**config.mk**
```make
export PLATFORM = sky130hd
export DESIGN_NAME = multicycle_ctrl_flat
export DESIGN_NICKNAME = d
export VERILOG_FILES = /design/src/rtl/multicycle_ctrl_pkg.sv /design/src/rtl/multicycle_ctrl_if.sv /design/src/rtl/multicycle_ctrl_alu_funct_dec.sv /design/src/rtl/multicycle_ctrl.sv /design/src/flat_wrapper.sv
export SDC_FILE = /design/constraint.sdc
export NUM_CORES = 1
export LEC_CHECK = 0
export ABC_CLOCK_PERIOD_IN_PS = 3100
export CORE_MARGIN = 2
export CORE_UTILIZATION = 42
export CTS_CLUSTER_DIAMETER = 200
export DETAILED_ROUTE_END_ITERATION = 12
export PLACE_DENSITY = 0.87
export SLEW_MARGIN = 0
export SYNTH_ARGS = -nofsm -noshare
export SYNTH_HDL_FRONTEND = slang
export SYNTH_SLANG_ARGS = --single-unit
```
**constraint.sdc**
```tcl
create_clock -name clk -period 3.1 [get_ports clk]
set_clock_uncertainty 0.05 [all_clocks]
set_input_delay 0.93 -clock clk [delete_from_list [all_inputs] [get_ports clk]]
set_output_delay 0.93 -clock clk [all_outputs]
set_load 0.02 [all_outputs]
```
**src/rtl/multicycle_ctrl_pkg.sv**
```systemverilog
// multicycle_ctrl_pkg
// Shared encodings for the multicycle MIPS control unit: FSM state type,
// ALU select codes, datapath mux encodings, opcode/funct values and the
// DECODE-state dispatch function.
package multicycle_ctrl_pkg;

    typedef enum logic [3:0] {
        S_IDLE     = 4'd0,
        S_FETCH    = 4'd1,
        S_DECODE   = 4'd2,
        S_EXEC_R   = 4'd3,
        S_EXEC_I   = 4'd4,
        S_MEM_ADDR = 4'd5,
        S_MEM_RD   = 4'd6,
        S_MEM_WB   = 4'd7,
        S_MEM_WR   = 4'd8,
        S_BRANCH   = 4'd9,
        S_JUMP     = 4'd10,
        S_ALU_WB   = 4'd11,
        S_HALT     = 4'd12
    } state_t;

    localparam logic [1:0] ALU_SEL_ADD = 2'd0;
    localparam logic [1:0] ALU_SEL_SUB = 2'd1;
    localparam logic [1:0] ALU_SEL_OR  = 2'd2;
    localparam logic [1:0] ALU_SEL_SLT = 2'd3;

    localparam logic [1:0] SRC_A_PC   = 2'd0;
    localparam logic [1:0] SRC_A_REG  = 2'd1;
    localparam logic [1:0] SRC_A_ZERO = 2'd2;

    localparam logic [2:0] SRC_B_REG     = 3'd0;
    localparam logic [2:0] SRC_B_FOUR    = 3'd1;
    localparam logic [2:0] SRC_B_SEXT    = 3'd2;
    localparam logic [2:0] SRC_B_SEXT_SH = 3'd3;
    localparam logic [2:0] SRC_B_ZEXT    = 3'd4;
    localparam logic [2:0] SRC_B_UPPER   = 3'd5;
    localparam logic [2:0] SRC_B_ZERO    = 3'd6;

    localparam logic [1:0] PC_SRC_ALU    = 2'd0;
    localparam logic [1:0] PC_SRC_ALUOUT = 2'd1;
    localparam logic [1:0] PC_SRC_JUMP   = 2'd2;

    localparam logic [5:0] OP_RTYPE  = 6'h00;
    localparam logic [5:0] OP_REGIMM = 6'h01;
    localparam logic [5:0] OP_J      = 6'h02;
    localparam logic [5:0] OP_BEQ    = 6'h04;
    localparam logic [5:0] OP_ORI    = 6'h0D;
    localparam logic [5:0] OP_LUI    = 6'h0F;
    localparam logic [5:0] OP_LW     = 6'h23;
    localparam logic [5:0] OP_SW     = 6'h2B;

    localparam logic [4:0] RT_BGEZ = 5'd1;

    localparam logic [5:0] FN_ADD  = 6'h20;
    localparam logic [5:0] FN_ADDU = 6'h21;
    localparam logic [5:0] FN_SUB  = 6'h22;
    localparam logic [5:0] FN_SUBU = 6'h23;
    localparam logic [5:0] FN_OR   = 6'h25;
    localparam logic [5:0] FN_SLT  = 6'h2A;

    // Successor of DECODE; unsupported opcodes fall into HALT.
    function automatic state_t decode_next(input logic [5:0] opcode, input logic [4:0] rt);
        state_t nxt;
        nxt = S_HALT;
        case (opcode)
            OP_RTYPE:       nxt = S_EXEC_R;
            OP_ORI, OP_LUI: nxt = S_EXEC_I;
            OP_LW, OP_SW:   nxt = S_MEM_ADDR;
            OP_BEQ:         nxt = S_BRANCH;
            OP_REGIMM:      nxt = (rt == RT_BGEZ) ? S_BRANCH : S_HALT;
            OP_J:           nxt = S_JUMP;
            default:        nxt = S_HALT;
        endcase
        return nxt;
    endfunction

endpackage

```
**src/rtl/multicycle_ctrl_if.sv**
```systemverilog
// multicycle_ctrl_if
// Controller <-> datapath bundle.
//   master: the control unit (reads IR fields, ALU flags, mem_ready;
//           drives mux selects, write enables, trap/halt status)
//   slave : the datapath/memory side (the reverse)
interface multicycle_ctrl_if;
    import multicycle_ctrl_pkg::*;

    logic [5:0] opcode;
    logic [5:0] funct;
    logic [4:0] rt;
    logic       alu_zero;
    logic       alu_overflow;
    logic       alu_ge_zero;
    logic       mem_ready;

    logic [1:0] alu_sel;
    logic [1:0] alu_src_a;
    logic [2:0] alu_src_b;
    logic       pc_we;
    logic [1:0] pc_src;
    logic       ir_we;
    logic       mem_re;
    logic       mem_we;
    logic       iord;
    logic       reg_we;
    logic       reg_dst;
    logic       wb_src;
    logic       ovf_trap;
    logic       halted;

    modport master (
        input  opcode, funct, rt, alu_zero, alu_overflow, alu_ge_zero, mem_ready,
        output alu_sel, alu_src_a, alu_src_b, pc_we, pc_src, ir_we, mem_re,
               mem_we, iord, reg_we, reg_dst, wb_src, ovf_trap, halted
    );

    modport slave (
        output opcode, funct, rt, alu_zero, alu_overflow, alu_ge_zero, mem_ready,
        input  alu_sel, alu_src_a, alu_src_b, pc_we, pc_src, ir_we, mem_re,
               mem_we, iord, reg_we, reg_dst, wb_src, ovf_trap, halted
    );
endinterface

```
**src/rtl/multicycle_ctrl_alu_funct_dec.sv**
```systemverilog
// alu_funct_dec
// Combinational R-type funct decoder.
//   funct   in  6  IR[5:0]
//   alu_sel out 2  ALU operation for the funct
//   illegal out 1  funct not supported by this core
module alu_funct_dec
    import multicycle_ctrl_pkg::*;
(
    input  logic [5:0] funct,
    output logic [1:0] alu_sel,
    output logic       illegal
);
    always_comb begin
        alu_sel = ALU_SEL_ADD;
        illegal = 1'b0;
        case (funct)
            FN_ADD, FN_ADDU: alu_sel = ALU_SEL_ADD;
            FN_SUB, FN_SUBU: alu_sel = ALU_SEL_SUB;
            FN_OR:           alu_sel = ALU_SEL_OR;
            FN_SLT:          alu_sel = ALU_SEL_SLT;
            default:         illegal = 1'b1;
        endcase
    end
endmodule

```
**src/rtl/multicycle_ctrl.sv**
```systemverilog
// multicycle_ctrl
// Multicycle MIPS control FSM. Sequences fetch/decode/execute/memory/
// writeback and drives datapath controls. Outputs decode combinationally
// from state; pc_we/ir_we in FETCH and pc_we in BRANCH also follow inputs.
//   clk in  system clock, rising edge
//   rst in  asynchronous active-high reset
//   bus     multicycle_ctrl_if.master (IR fields, ALU flags, mem_ready in;
//           mux selects, enables, ovf_trap, halted out)
//
// state    | meaning
// IDLE     | post-reset, all outputs low
// FETCH    | read instruction at PC, PC+4, wait mem_ready
// DECODE   | branch target into ALUOut, dispatch on opcode
// EXEC_R   | R-type ALU op, latch add overflow
// EXEC_I   | ori / lui ALU op
// MEM_ADDR | lw/sw effective address
// MEM_RD   | data read, wait mem_ready
// MEM_WB   | MDR to rt
// MEM_WR   | data write, wait mem_ready
// BRANCH   | beq / bgez compare, conditional PC load
// JUMP     | PC <- jump target
// ALU_WB   | ALUOut to rd/rt unless add overflowed
// HALT     | stopped until reset
module multicycle_ctrl
    import multicycle_ctrl_pkg::*;
(
    input  logic          clk,
    input  logic          rst,
    multicycle_ctrl_if.master bus
);
    state_t     state;
    logic       ovf_q;
    logic       reg_dst_q;
    logic [1:0] r_sel;
    logic       r_illegal;

    alu_funct_dec u_funct_dec (
        .funct   (bus.funct),
        .alu_sel (r_sel),
        .illegal (r_illegal)
    );

    always_ff @(posedge clk or posedge rst) begin
        if (rst) begin
            state     <= S_IDLE;
            ovf_q     <= 1'b0;
            reg_dst_q <= 1'b0;
        end else begin
            case (state)
                S_IDLE:     state <= S_FETCH;
                S_FETCH:    if (bus.mem_ready) state <= S_DECODE;
                S_DECODE:   state <= decode_next(bus.opcode, bus.rt);
                S_EXEC_R: begin
                    // Only signed add traps; sub is treated as subu.
                    ovf_q     <= bus.alu_overflow & (bus.funct == FN_ADD);
                    reg_dst_q <= 1'b1;
                    state     <= r_illegal ? S_HALT : S_ALU_WB;
                end
                S_EXEC_I: begin
                    ovf_q     <= 1'b0;
                    reg_dst_q <= 1'b0;
                    state     <= S_ALU_WB;
                end
                S_ALU_WB:   state <= S_FETCH;
                S_MEM_ADDR: state <= (bus.opcode == OP_LW) ? S_MEM_RD : S_MEM_WR;
                S_MEM_RD:   if (bus.mem_ready) state <= S_MEM_WB;
                S_MEM_WB:   state <= S_FETCH;
                S_MEM_WR:   if (bus.mem_ready) state <= S_FETCH;
                S_BRANCH:   state <= S_FETCH;
                S_JUMP:     state <= S_FETCH;
                S_HALT:     state <= S_HALT;
                default:    state <= S_IDLE;
            endcase
        end
    end

    always_comb begin
        bus.alu_sel   = ALU_SEL_ADD;
        bus.alu_src_a = SRC_A_PC;
        bus.alu_src_b = SRC_B_REG;
        bus.pc_we     = 1'b0;
        bus.pc_src    = PC_SRC_ALU;
        bus.ir_we     = 1'b0;
        bus.mem_re    = 1'b0;
        bus.mem_we    = 1'b0;
        bus.iord      = 1'b0;
        bus.reg_we    = 1'b0;
        bus.reg_dst   = 1'b0;
        bus.wb_src    = 1'b0;
        bus.ovf_trap  = 1'b0;
        bus.halted    = 1'b0;
        case (state)
            S_FETCH: begin
                bus.mem_re    = 1'b1;
                bus.alu_src_b = SRC_B_FOUR;
                bus.ir_we     = bus.mem_ready;
                bus.pc_we     = bus.mem_ready;
            end
            S_DECODE: bus.alu_src_b = SRC_B_SEXT_SH;
            S_EXEC_R: begin
                bus.alu_sel   = r_sel;
                bus.alu_src_a = SRC_A_REG;
            end
            S_EXEC_I: begin
                bus.alu_sel   = ALU_SEL_OR;
                bus.alu_src_a = (bus.opcode == OP_LUI) ? SRC_A_ZERO : SRC_A_REG;
                bus.alu_src_b = (bus.opcode == OP_LUI) ? SRC_B_UPPER : SRC_B_ZEXT;
            end
            S_ALU_WB: begin
                bus.reg_we   = ~ovf_q;
                bus.ovf_trap = ovf_q;
                bus.reg_dst  = reg_dst_q;
            end
            S_MEM_ADDR: begin
                bus.alu_src_a = SRC_A_REG;
                bus.alu_src_b = SRC_B_SEXT;
            end
            S_MEM_RD: begin
                bus.mem_re = 1'b1;
                bus.iord   = 1'b1;
            end
            S_MEM_WB: begin
                bus.reg_we = 1'b1;
                bus.wb_src = 1'b1;
            end
            S_MEM_WR: begin
                bus.mem_we = 1'b1;
                bus.iord   = 1'b1;
            end
            S_BRANCH: begin
                bus.alu_sel   = ALU_SEL_SUB;
                bus.alu_src_a = SRC_A_REG;
                bus.pc_src    = PC_SRC_ALUOUT;
                if (bus.opcode == OP_BEQ) begin
                    bus.alu_src_b = SRC_B_REG;
                    bus.pc_we     = bus.alu_zero;
                end else begin
                    bus.alu_src_b = SRC_B_ZERO;
                    bus.pc_we     = bus.alu_ge_zero;
                end
            end
            S_JUMP: begin
                bus.pc_we  = 1'b1;
                bus.pc_src = PC_SRC_JUMP;
            end
            S_HALT:  bus.halted = 1'b1;
            default: ;
        endcase
    end
endmodule

```
**src/flat_wrapper.sv**
```systemverilog
// flat-port wrapper written by rule: the top's interface ports become plain ports
module multicycle_ctrl_flat import multicycle_ctrl_pkg::*;
  (clk, rst, bus_opcode, bus_funct, bus_rt, bus_alu_zero, bus_alu_overflow, bus_alu_ge_zero, bus_mem_ready, bus_alu_sel, bus_alu_src_a, bus_alu_src_b, bus_pc_we, bus_pc_src, bus_ir_we, bus_mem_re, bus_mem_we, bus_iord, bus_reg_we, bus_reg_dst, bus_wb_src, bus_ovf_trap, bus_halted);
  multicycle_ctrl_if bus_i ();
  input  logic clk;
  input  logic rst;
  input wire logic [$bits(bus_i.opcode)-1:0] bus_opcode;
  input wire logic [$bits(bus_i.funct)-1:0] bus_funct;
  input wire logic [$bits(bus_i.rt)-1:0] bus_rt;
  input wire logic [$bits(bus_i.alu_zero)-1:0] bus_alu_zero;
  input wire logic [$bits(bus_i.alu_overflow)-1:0] bus_alu_overflow;
  input wire logic [$bits(bus_i.alu_ge_zero)-1:0] bus_alu_ge_zero;
  input wire logic [$bits(bus_i.mem_ready)-1:0] bus_mem_ready;
  output wire logic [$bits(bus_i.alu_sel)-1:0] bus_alu_sel;
  output wire logic [$bits(bus_i.alu_src_a)-1:0] bus_alu_src_a;
  output wire logic [$bits(bus_i.alu_src_b)-1:0] bus_alu_src_b;
  output wire logic [$bits(bus_i.pc_we)-1:0] bus_pc_we;
  output wire logic [$bits(bus_i.pc_src)-1:0] bus_pc_src;
  output wire logic [$bits(bus_i.ir_we)-1:0] bus_ir_we;
  output wire logic [$bits(bus_i.mem_re)-1:0] bus_mem_re;
  output wire logic [$bits(bus_i.mem_we)-1:0] bus_mem_we;
  output wire logic [$bits(bus_i.iord)-1:0] bus_iord;
  output wire logic [$bits(bus_i.reg_we)-1:0] bus_reg_we;
  output wire logic [$bits(bus_i.reg_dst)-1:0] bus_reg_dst;
  output wire logic [$bits(bus_i.wb_src)-1:0] bus_wb_src;
  output wire logic [$bits(bus_i.ovf_trap)-1:0] bus_ovf_trap;
  output wire logic [$bits(bus_i.halted)-1:0] bus_halted;
  assign bus_i.opcode = bus_opcode;
  assign bus_i.funct = bus_funct;
  assign bus_i.rt = bus_rt;
  assign bus_i.alu_zero = bus_alu_zero;
  assign bus_i.alu_overflow = bus_alu_overflow;
  assign bus_i.alu_ge_zero = bus_alu_ge_zero;
  assign bus_i.mem_ready = bus_mem_ready;
  assign bus_alu_sel = bus_i.alu_sel;
  assign bus_alu_src_a = bus_i.alu_src_a;
  assign bus_alu_src_b = bus_i.alu_src_b;
  assign bus_pc_we = bus_i.pc_we;
  assign bus_pc_src = bus_i.pc_src;
  assign bus_ir_we = bus_i.ir_we;
  assign bus_mem_re = bus_i.mem_re;
  assign bus_mem_we = bus_i.mem_we;
  assign bus_iord = bus_i.iord;
  assign bus_reg_we = bus_i.reg_we;
  assign bus_reg_dst = bus_i.reg_dst;
  assign bus_wb_src = bus_i.wb_src;
  assign bus_ovf_trap = bus_i.ovf_trap;
  assign bus_halted = bus_i.halted;
  multicycle_ctrl u_core (.clk(clk), .rst(rst), .bus(bus_i));
endmodule
```
; After elaboration in Yosys (flattened, before gate mapping)
; Cells that the tools add are included.
[word_totals]
reg_bits = 6
elab_cells = 75
input_bits = 23
out_inout_bits = 19
[classes]
muxes = 29
bitwise = 2
reduce_logical = 12
n_eq_ne = 29
[op_table]
columns = cell, n
row1 = $eq 6x6->1 const B, 8
row2 = $pmux 4 s9, 1
row3 = $pmux 4 s6, 1
row4 = $eq 4x4->1 const B, 5
row5 = $eq 4x3->1 const B, 4
row6 = $mux 4, 4
row7 = $pmux 3 s5, 1
row8 = $eq 6x4->1 const B, 2
row9 = $pmux 2 s3, 2
row10 = $mux 1, 10
row11 = $reduce_or 2->1, 5
row12 = $mux 3, 3
row13 = $eq 4x2->1 const B, 2
row14 = $pmux 2 s2, 2
row15 = $eq 6x1->1 const B, 1
row16 = $eq 6x2->1 const B, 1
row17 = $eq 6x3->1 const B, 1
row18 = $logic_not 6->1, 1
row19 = $ne 2x2->1 const B, 3
row20 = $pmux 1 s2, 3
row21 = $reduce_or 6->1, 1
row22 = $eq 5x1->1 const B, 1
row23 = $reduce_or 5->1, 1
row24 = $eq 4x1->1 const B, 1
row25 = 8 further kinds, 8

; Depth between registers and ports, before layout
[depth]
ltp_word = 4
depth_mapped = 6
depth_no_buf = 5

; By module
; From an unflattened synthesis, not the netlist that was laid out.
[unflattened]
cells_unflattened = 138
hier_area_um2 = 939.7
[modules_own_cells]
columns = module, area_each_um2, n_inst, cells_each
row1 = multicycle_ctrl, 854.6, 1, 128
row2 = alu_funct_dec, 85.1, 1, 10

; Least setup slack after synthesis
; Ideal clock, no wire load.
[synth_path]
kind = input port to output port
startpoint = in bus_opcode[0]
endpoint = out bus_alu_src_a[1]
slack_ps = 82
path_stages = 4
required_ps = 2120
n_path_buf = 1
arrival_ps = 2038
path_cell_list = buf_6 > nand2_1 > or4_4 > nor3_1
[synth_between]
elab_chain_cells = 3
[synth_lines]
columns = item, line_no
row1 = "start, declared", flat_wrapper.sv:7  ; input wire logic [$bits(bus_i.opcode)-1:0] bus_opcode;
row2 = $eq 6x4->1, multicycle_ctrl.sv:106  ; bus.alu_src_a = (bus.opcode == OP_LUI) ? SRC_A_ZERO : SRC_A_REG;
row3 = $mux 2, multicycle_ctrl.sv:106
row4 = $pmux 2 s2, multicycle_ctrl.sv:92  ; case (state)
row5 = "end, declared", flat_wrapper.sv:15  ; output wire logic [$bits(bus_i.alu_src_a)-1:0] bus_alu_src_a;
; No other way between the ends.

; Worst setup path after layout
[layout_path]
startpoint = in bus_opcode[0]
endpoint = out bus_pc_we
[layout_between]
elab_chain_cells = 3
[layout_lines]
columns = item, line_no
row1 = $eq 6x3->1, multicycle_ctrl.sv:134  ; if (bus.opcode == OP_BEQ) begin
row2 = $mux 1, multicycle_ctrl.sv:134
row3 = $pmux 1 s3, multicycle_ctrl.sv:92
row4 = "end, declared", flat_wrapper.sv:17  ; output wire logic [$bits(bus_i.pc_we)-1:0] bus_pc_we;
; No other way between the ends.

==> impl_metrics.py <==
metrics = {
    "power_and_ir_drop": {
        "combPwrFrac_pct": 75.6,
        "p_sw_share_pct": 50.61,
        "vdd_drop_max_uv": 393.9,
        "powerDensity_nw_per_um2": 648.8,
        "leakage_nw": 0.6860,
        "p_sw_mw": 0.5173,
        "clkPwrFrac_pct": 6.9,
        "pwr-share-seq_pct": 17.5,
        "intPower_mw": 0.5048,
    },
    "min_path": {
        "holdPathStages": 2,
        "min_path_type": "reg2reg",
    },
    "detailed_routing": {
        "vias_per_cell": 5.890,
        "vias": 1390,
        "drc_errors": 0,
        "ant_nets": 0,
        "drtPass1Iterations": 12,
        "wire_per_inst_um": 14.44,
        "wl_um": 3408,
        "drtIter0Drc": 31,
    },
    "critical_path": {
        "crit_cells": 8,
        "cp_top_family": "simple AND/OR/NAND/NOR gates",
        "path_buf_inv": 3,
        "cp_slowest_stage_delay_ns": 0.29,
        "r2r_slack_ns": 1.28,
        "slowest_stage": "nor4b_4",
        "cp-end-kind": "output port",
        "critPathArrivalTime_ns": 2.11,
        "r2r_cells": 6,
        "cp_max_fo": 2,
        "start_kind": "primary input",
        "required_ns": 2.12,
        "crit_path_frequent_cell": "buf_6",
        "crit_chain": "buf_6, buf_6, nor4b_4, nand2_1, mux2i_1, nand2_1, a31o_1, buf_6",
        "crit_type": "in2out",
    },
    "clocking": {
        "cts_sinks": 6,
        "clock_path_buffers": 2,
        "clk-insertion-delay-late_ns": 0.24,
        "ctsRootBufferMaster": "clkbuf_4",
        "cts_htree_levels": 1,
        "numCtsBuffers": 3,
        "clk_pin_slew_ns": 0.05,
        "cts_tree": "done",
    },
    "sta": {
        "period_share_pct": 99.59,
        "rsz0062_at_grt": "yes",
        "fin_crit_ns": 3.087,
        "setup_viol": 0,
        "max_freq_mhz": 323.9,
        "slew_violations": 0,
        "tightest_slew_ns": 0.5012,
        "setup_tns_ns": 0,
        "hold_violations": 0,
        "maxSlewHeadroom_pct": 66.59,
    },
    "layout": {
        "layout_commonest_cell": "buf_4",
        "antennaDiodeCount": 0,
        "final_area_um2": 1575,
        "final_nets": 233,
        "syn_to_final_growth_pct": 63.08,
        "drive_gt1_share_pct": 27.40,
        "mostFrequentLayoutCells": "26 x buf_4, 21 x clkdlybuf4s50_1, 20 x nor2_1, 20 x nand2_1, 14 x a21oi_1",
    },
    "floorplan": {
        "coreArea_um2": 2191,
        "placementRows": 17,
        "start_util_pct": 44.09,
        "die-height_um": 51.96,
        "die_w_um": 51.96,
        "die-area_um2": 2699,
        "io_pins": 42,
    },
    "placed_design": {
        "place_hpwl_um": 2683,
        "dpl_cell_area_um2": 1518,
        "gp_congestion": 0.9221,
        "port_buffers": 41,
    },
    "synth": {
        "synthesis.area_um2": 965.9,
        "synth_nets": 175,
        "synth-edff-count": 0,
        "synthArstFlopShare_pct": 100.0,
        "ys_ff_latch": 6,
        "synth-seq-area-share_pct": 15.54,
        "syn_area_per_cell_um2": 6.355,
        "synthCells": 152,
        "yosysWarningCount": 0,
        "synthFlopType": "dfrtp_1",
        "ys_types": 41,
    },
    "outcome": {
        "status": "finished, final reports clean",
    },
    "flow_run": {
        "cap_violations": 0,
    },
    "grt": {
        "grt_pass1_wl_um": 5782,
        "grt_overflow": 0,
        "antenna_found_initial": 0,
        "grt_pass1_vias": 1344,
        "grt_max_degree": 28,
        "grt_util_all_layers_pct": 28.45,
    },
}
-- final timing paths --
check	from	endpoint
min in group asynchronous	rst	u_core.ovf_q$_DFFE_PP0P_
max in group asynchronous	rst	u_core.state[2]$_DFFE_PP0P_
max reg2reg	u_core.state[3]$_DFFE_PP0P_	u_core.state[0]$_DFFE_PP0P_
min	u_core.reg_dst_q$_DFFE_PP0P_	u_core.reg_dst_q$_DFFE_PP0P_
max	bus_opcode[0]	bus_pc_we
min reg2reg	u_core.reg_dst_q$_DFFE_PP0P_	u_core.reg_dst_q$_DFFE_PP0P_
-- worst min-delay path: cells and delay by family (launching register included) --
family	cells	cell delay [ns]
flip-flops	1	0.37
AND/OR/NAND/NOR	2	0.13
-- stage by stage --
stage               utilization, %  worst slack [ns]  std cells  hold slack, ns  power (mW)
finish                       71.90           0.01258        236          0.4832       1.022
global route                 71.90          -0.06766        236          0.5365       1.116
CTS                          70.70          -0.01133        235          0.4798       1.010
detailed placement           69.27           -0.8352        232          0.4662      0.9505
global placement             69.27           -0.7471        232          0.4310      0.9367
floorplan                        -           0.08161        152          0.4058      0.6498
-- timing repair --
item	4_1_cts	5_1_grt
pin swaps	10	10
resized for setup	72	13
setup endpoints to repair	9	11
buffers inserted	0	1
cloned	0	0
hold buffers	0	0
-- cells in the mapped netlist, drive strengths merged (2+ instances only) --
cell type,number,area share (%)
or4,2,2.3
a31o,2,1.8
nor3b,3,2.3
inv,3,1.2
o21ai,13,6.7
nor4b,2,2.5
nor2b,8,5.2
nand2b,10,6.5
a211oi,2,1.6
nand2,22,8.5
o21a,2,1.6
nor2,22,8.8
nor4,3,1.9
a31oi,2,1.3
nand4b,2,1.8
dfrtp,6,16
buf,10,5.7
nand3,2,1.0
o31ai,2,2.1
nor3,7,3.6
a21oi,14,7.3
-- logic make-up after synthesis --
group | after synthesis | synth area share [%]
AND/OR/NAND/NOR | 87 | 47.28
AO/OA/AOI/OAI | 43 | 27.72
buffers and inverters | 14 | 7.253
flip-flops | 6 | 15.54
multiplexers | 2 | 2.202
-- layer usage --
metal / track usage [%] / routed length [um] / vias to the layer above
li1: - / - / 660
met1: 30.86 / 1201 / 632
met2: 53.80 / 1887 / 82
met3: 4.598 / 229 / 16
met4: 11.40 / 90 / 0
met5: 0 / 0 / -
-- power by group through the flow --
stage | combinational, mW | sequential, mW | clock [mW]
after detailed placement | 0.775 | 0.176 | 0
after floorplan | 0.519 | 0.131 | 0
final | 0.773 | 0.179 | 0.0707
after global placement | 0.764 | 0.173 | 0
after global routing | 0.851 | 0.189 | 0.0757
after CTS | 0.763 | 0.174 | 0.0735
-- flip-flops by register name (all words and copies together), names as in the netlist --
signal and count:
u_core.reg_dst_q 1, u_core.ovf_q 1, u_core.state 4
-- cell type report --
cell class	count	area (um^2)
well taps	28	35.03
repair buffers	64	556.8
fillers	176	615.6
inverters	3	11.26
clock buffers	3	22.52
flip-flops and latches	6	151.4
multi-input cells	132	798.3
Note: power is estimated with default switching activity, not from simulation.
